`src/rtl/sarlock_key_loader.sv`:
```
// Bit-serial SARLock key loader: MSB-first shift, even-parity check, atomic commit to keyinput.
// Optional lockout after MAX_FAIL consecutive failed loads: define SARLOCK_KEY_LOCKOUT_EN.
module sarlock_key_loader #(
  parameter int KEY_WIDTH      = 16,
  parameter int TIMEOUT_CYCLES = 255,
  parameter int MAX_FAIL       = 3
) (
  input  logic                 clk,
  input  logic                 rst,
  input  logic                 load_start,
  input  logic                 sdi,
  input  logic                 sdi_valid,
  output logic                 sdi_ready,
  output logic [KEY_WIDTH-1:0] keyinput,
  output logic                 key_valid,
  output logic                 busy,
  output logic                 load_err,
  output logic                 locked_out
);

  localparam int CNT_W  = $clog2(KEY_WIDTH);
  localparam int IDLE_W = $clog2(TIMEOUT_CYCLES + 1);

  localparam logic [CNT_W-1:0]  BIT_LAST  = CNT_W'(KEY_WIDTH - 1);
  localparam logic [IDLE_W-1:0] IDLE_LAST = IDLE_W'(TIMEOUT_CYCLES - 1);
  localparam logic [IDLE_W-1:0] IDLE_MAX  = IDLE_W'(TIMEOUT_CYCLES);

  localparam logic [1:0] ST_IDLE   = 2'd0;
  localparam logic [1:0] ST_SHIFT  = 2'd1;
  localparam logic [1:0] ST_PARITY = 2'd2;
`ifdef SARLOCK_KEY_LOCKOUT_EN
  localparam logic [1:0] ST_LOCKED = 2'd3;
  localparam int FAIL_W = $clog2(MAX_FAIL + 1);
  localparam logic [FAIL_W-1:0] FAIL_LAST = FAIL_W'(MAX_FAIL - 1);
  localparam logic [FAIL_W-1:0] FAIL_MAX  = FAIL_W'(MAX_FAIL);
`endif

  function automatic logic even_parity_ok(input logic [KEY_WIDTH-1:0] key, input logic pbit);
    return ~(^{key, pbit});
  endfunction

  logic [1:0]           state_q, state_d;
  logic [KEY_WIDTH-1:0] shadow_q, shadow_d;
  logic [CNT_W-1:0]     bit_cnt_q, bit_cnt_d;
  logic [IDLE_W-1:0]    idle_cnt_q, idle_cnt_d;
  logic [KEY_WIDTH-1:0] keyinput_q, keyinput_d;
  logic                 key_valid_q, key_valid_d;
  logic                 load_err_q, load_err_d;
  logic                 sdi_ready_q, sdi_ready_d;
  logic                 busy_q, busy_d;
`ifdef SARLOCK_KEY_LOCKOUT_EN
  logic [FAIL_W-1:0]    fail_cnt_q, fail_cnt_d;
  logic                 locked_q, locked_d;
`endif

  logic xfer_s;
  logic start_s, shift_s, parity_s, timeout_s, bad_state_s;
  logic pass_s, fail_s;

  assign xfer_s = sdi_valid & sdi_ready_q;

  // Decode what happens this cycle; a load_start restart outranks any same-cycle transfer.
  always_comb begin
    start_s     = 1'b0;
    shift_s     = 1'b0;
    parity_s    = 1'b0;
    timeout_s   = 1'b0;
    bad_state_s = 1'b0;
    case (state_q)
      ST_IDLE: begin
        start_s = load_start;
      end
      ST_SHIFT: begin
        start_s   = load_start;
        shift_s   = ~load_start & xfer_s;
        timeout_s = ~load_start & ~xfer_s & (idle_cnt_q == IDLE_LAST);
      end
      ST_PARITY: begin
        start_s   = load_start;
        parity_s  = ~load_start & xfer_s;
        timeout_s = ~load_start & ~xfer_s & (idle_cnt_q == IDLE_LAST);
      end
`ifdef SARLOCK_KEY_LOCKOUT_EN
      ST_LOCKED: begin
        start_s = 1'b0;
      end
`endif
      default: begin
        bad_state_s = 1'b1;
      end
    endcase
  end

  // Next-state and output computation; keyinput only moves on commit, fail or reset.
  always_comb begin
    state_d     = state_q;
    shadow_d    = shadow_q;
    bit_cnt_d   = bit_cnt_q;
    idle_cnt_d  = idle_cnt_q;
    keyinput_d  = keyinput_q;
    key_valid_d = key_valid_q;
    load_err_d  = load_err_q;
`ifdef SARLOCK_KEY_LOCKOUT_EN
    fail_cnt_d  = fail_cnt_q;
`endif
    pass_s = parity_s & even_parity_ok(shadow_q, sdi);
    fail_s = timeout_s | (parity_s & ~even_parity_ok(shadow_q, sdi));

    if (start_s) begin
      state_d    = ST_SHIFT;
      shadow_d   = '0;
      bit_cnt_d  = '0;
      idle_cnt_d = '0;
      load_err_d = 1'b0;
    end else if (fail_s) begin
      state_d     = ST_IDLE;
      keyinput_d  = '0;
      key_valid_d = 1'b0;
      load_err_d  = 1'b1;
      idle_cnt_d  = timeout_s ? IDLE_MAX : '0;
`ifdef SARLOCK_KEY_LOCKOUT_EN
      if (fail_cnt_q == FAIL_LAST) begin
        fail_cnt_d = FAIL_MAX;
        state_d    = ST_LOCKED;
      end else begin
        fail_cnt_d = fail_cnt_q + FAIL_W'(1);
      end
`endif
    end else if (pass_s) begin
      state_d     = ST_IDLE;
      keyinput_d  = shadow_q;
      key_valid_d = 1'b1;
      idle_cnt_d  = '0;
`ifdef SARLOCK_KEY_LOCKOUT_EN
      fail_cnt_d  = '0;
`endif
    end else if (shift_s) begin
      shadow_d   = {shadow_q[KEY_WIDTH-2:0], sdi};
      idle_cnt_d = '0;
      if (bit_cnt_q == BIT_LAST) begin
        state_d = ST_PARITY;
      end else begin
        bit_cnt_d = bit_cnt_q + CNT_W'(1);
      end
    end else if (busy_q) begin
      // Timeout fires at IDLE_LAST, so this increment cannot overflow.
      idle_cnt_d = idle_cnt_q + IDLE_W'(1);
    end else begin
      state_d = bad_state_s ? ST_IDLE : state_q;
    end

    sdi_ready_d = (state_d == ST_SHIFT) || (state_d == ST_PARITY);
    busy_d      = (state_d == ST_SHIFT) || (state_d == ST_PARITY);
`ifdef SARLOCK_KEY_LOCKOUT_EN
    locked_d    = (state_d == ST_LOCKED);
`endif
  end

  // State and output registers.
  always_ff @(posedge clk or posedge rst) begin
    if (rst) begin
      state_q     <= ST_IDLE;
      shadow_q    <= '0;
      bit_cnt_q   <= '0;
      idle_cnt_q  <= '0;
      keyinput_q  <= '0;
      key_valid_q <= 1'b0;
      load_err_q  <= 1'b0;
      sdi_ready_q <= 1'b0;
      busy_q      <= 1'b0;
`ifdef SARLOCK_KEY_LOCKOUT_EN
      fail_cnt_q  <= '0;
      locked_q    <= 1'b0;
`endif
    end else begin
      state_q     <= state_d;
      shadow_q    <= shadow_d;
      bit_cnt_q   <= bit_cnt_d;
      idle_cnt_q  <= idle_cnt_d;
      keyinput_q  <= keyinput_d;
      key_valid_q <= key_valid_d;
      load_err_q  <= load_err_d;
      sdi_ready_q <= sdi_ready_d;
      busy_q      <= busy_d;
`ifdef SARLOCK_KEY_LOCKOUT_EN
      fail_cnt_q  <= fail_cnt_d;
      locked_q    <= locked_d;
`endif
    end
  end

  assign sdi_ready = sdi_ready_q;
  assign keyinput  = keyinput_q;
  assign key_valid = key_valid_q;
  assign busy      = busy_q;
  assign load_err  = load_err_q;
`ifdef SARLOCK_KEY_LOCKOUT_EN
  assign locked_out = locked_q;
`else
  assign locked_out = 1'b0;
`endif

endmodule
```
`config.mk`:
```
export PLATFORM = sky130hd
export DESIGN_NAME = sarlock_key_loader
export DESIGN_NICKNAME = d
export VERILOG_FILES = /design/src/rtl/sarlock_key_loader.sv
export SDC_FILE = /design/constraint.sdc
export NUM_CORES = 1
export LEC_CHECK = 0
export ABC_AREA = 1
export BUFFER_PORTS_ARGS = -buffer_cell sky130_fd_sc_hd__buf_2
export CAP_MARGIN = 40
export CORE_AREA = 2 2 83 85
export CTS_CLUSTER_SIZE = 28
export DETAILED_ROUTE_END_ITERATION = 10
export DIE_AREA = 0 0 85 87
export PLACE_DENSITY = 0.56
export SLEW_MARGIN = 20
export SYNTH_ARGS = -nofsm -noshare
export SYNTH_HDL_FRONTEND = slang
export SYNTH_SLANG_ARGS = --single-unit
```
`constraint.sdc`:
```
create_clock -name clk -period 4.8 [get_ports clk]
set_clock_uncertainty 0.05 [all_clocks]
set_input_delay 0.96 -clock clk [delete_from_list [all_inputs] [get_ports clk]]
set_output_delay 0.96 -clock clk [all_outputs]
set_load 0.005 [all_outputs]
```
==> impl_metrics.json <==
{
  "grt_pass1_vias": 2007,
  "syn2layout_area_growth_pct": 9.87,
  "report.final.setup_viol": 0,
  "synth_cell_type_count": 30,
  "synthFlopType": "dfrtp_1",
  "grt_setup_unrepaired": "no",
  "core_area_um2": 6570,
  "avgRoutedWirePerCell_um": 12.1,
  "portBuffers": 24,
  "slew_violations": 0,
  "cts_resized": 0,
  "cts_buffers": 5,
  "start_util_pct": 39.9,
  "syn_area_um2": 2620,
  "powerDensity_nw_per_um2": 432,
  "drt-initial-drc-count": 121,
  "cp_slowest_stage_delay_ns": 0.58,
  "cts.sink_count": 49,
  "period_needed_ns": 2.92,
  "crit_type": "in2reg",
  "hp-class": "reg2reg",
  "grt_first_pass_wirelength_mm": 9.34,
  "cp-start-kind": "input port",
  "drcViolationCount": 0,
  "die-area_um2": 7400,
  "final_util_pct": 43.9,
  "cts_tree": "yes",
  "end_kind": "register",
  "nNetsFinal": 366,
  "grt_max_degree": 29,
  "viasPerCell": 4.85,
  "holdWs_ns": 0.427,
  "die_x_um": 85,
  "clkTransAtPathRegs_ns": 0.08,
  "placed_cells": 427,
  "hold_buffers": 0,
  "hold_viol_final": 0,
  "instances_no_fill": 435,
  "p_leak_nw": 1.59,
  "cpMostUsedCell": "inv_1",
  "wl_mm": 5.24,
  "die_height_um": 87,
  "ys_ff_latch": 49,
  "ir_worst_vdd_uv": 219,
  "avgSynthCellArea_um2": 7.90,
  "synth_edf_count": 0,
  "post_cts_buffers": 0,
  "num_vias": 2108,
  "diodes": 0,
  "worstPathRequired_ns": 4.96,
  "final_area_um2": 2880,
  "cp_max_fo": 22,
  "n_fill_cell": 670,
  "max_freq_mhz": 342,
  "clockBufferDepth": 2,
  "h-tree-depth": 2,
  "synthCells": 332,
  "grt_usage_pct": 15.5,
  "period_share_pct": 60.9,
  "grt_antenna_before_repair": 0,
  "setup_tns_ns": 0,
  "crit_family": "simple AND/OR/NAND/NOR gates",
  "worst_slew_pin_slew_ns": 0.726,
  "crit_buf_inv": 5,
  "dp_hpwl_mm": 3.72,
  "cts-root-buf": "clkbuf_8",
  "synth_top_area_cell": "dfrtp_1",
  "cp_slowest_cell": "nor2_2",
  "drive_gt1_share_pct": 13.0,
  "syn_nets": 344,
  "ys_seq_area_share_pct": 46.7,
  "ys_warn_count": 0,
  "cap_violations": 0,
  "slew_headroom_pct": 51.5,
  "synth_area_leaders": "dfrtp_1 47%, nand2_1 17%, nand3_1 7.4%, inv_1 4.6%, o21ai_0 4.4%",
  "crit_chain": "buf_2, inv_1, nor2_4, inv_1, nand2_1, inv_1, nor2_2, inv_1, o31ai_1",
  "io_pins": 26,
  "synth-async-reset-ratio_pct": 100,
  "synth_top_area_share_pct": 46.7,
  "drt_pass1_iterations": 4,
  "worstPathArrival_ns": 3.08,
  "gp_congestion": 0.785,
  "ant_nets": 0,
  "clk_latency_ns": 0.30,
  "num_rows": 30,
  "gr-total-overflow": 0,
  "placed_area_um2": 2800,
  "status": "complete, no violations"
}
## path summary, 6_finish.rpt
| path | start | to | slack [ns] | depth (start not counted) |
|---|---|---|---|---|
| setup / recovery | load_start | shadow_q[4] | 1.88 | 9 |
| hold / removal | keyinput[3] | keyinput[3] | 0.43 | 2 |
| setup reg to reg | state_q[1] | shadow_q[4] | 2.03 | 8 |
| hold reg to reg | keyinput[3] | keyinput[3] | 0.43 | 2 |
| max in group asynchronous | rst | keyinput[13] | 3.54 | 3 |
| min in group asynchronous | rst | bit_cnt_q[1] | 0.63 | 2 |
## tightest hold or removal path: cells and delay by family, from the launching register on
family | cells | cell delay, ns
DFF | 1 | 0.35
and+or+nand+nor | 2 | 0.10
## area by class of cell
cell class	instances	area, um^2	area share [%]
Tap cell	80	100	3.47
Sequential cell	49	1230	42.5
Clock buffer	6	72.6	2.52
Inverter	35	131	4.56
Timing Repair Buffer	25	140	4.86
Clock inverter	2	10.0	0.347
Multi-Input combinational cell	238	1200	41.7
## sequential cells by signal (all words and copies together), names as in the netlist
name	cells
shadow_q	16
state_q	2
load_err	1
bit_cnt_q	4
key_valid	1
keyinput	16
busy	1
idle_cnt_q	8
## cells in the mapped netlist, types with 2 or more instances
master,instances
nand2_1,117
dfrtp_1,49
nand3_1,39
inv_1,32
o21ai_0,23
ha_1,7
xnor2_1,7
xor2_1,7
buf_2,6
nor2_1,6
a21oi_1,4
nand2_2,4
nor3_1,4
o31ai_1,4
o22ai_1,3
a31oi_1,2
buf_4,2
inv_2,2
nand3_2,2
o211ai_1,2
## stage by stage
| step | total power [W] | setup WS, ns |
|---|---|---|
| 2_1_floorplan | 0.000950 | 2.62 |
| 3_3_place_gp | 0.00102 | 1.62 |
| 3_5_place_dp | 0.00102 | 1.54 |
| 4_1_cts | 0.00126 | 1.85 |
| 5_1_grt | 0.00136 | 1.53 |
| 6_report | 0.00125 | 1.88 |
## power by group
part	total [W]	switching, W	internal [W]
sequential	0.000551	0.0000734	0.000477
clock	0.000235	0.000134	0.000101
combinational	0.000460	0.000303	0.000157
total	0.00125	0.000510	0.000736
## cells in the final DEF, fill, tap and decap left out, drive strengths merged, types with 3 or more instances in the layout
master / instances
o21ai: 24
xor2: 7
clkbuf: 6
nor3: 4
nor2: 8
inv: 34
xnor2: 7
o22ai: 3
clkinv: 3
o31ai: 4
nand2: 122
ha: 7
nand3: 41
dfrtp: 49
buf: 25
a21oi: 4
## routing by layer
layer / share of wire (%) / global-route usage [%] / routed length, um
met1: 51 / 21.0 / 2680
met2: 45 / 25.7 / 2340
met3: 3.2 / 2.84 / 169
met4: 1.2 / 4.33 / 62
met5: 0 / 0 / 0
## kinds of logic after synthesis
kind of cell / synth area share (%)
and+or+nand+nor: 29.3
AOI/OAI and AO/OA: 8.39
xor gates and xnor gates: 4.67
DFF: 46.7
other: 0.143
buffers and inverters: 7.44
adders and majority gates: 3.34
Note: power is estimated with default switching activity, not from simulation.
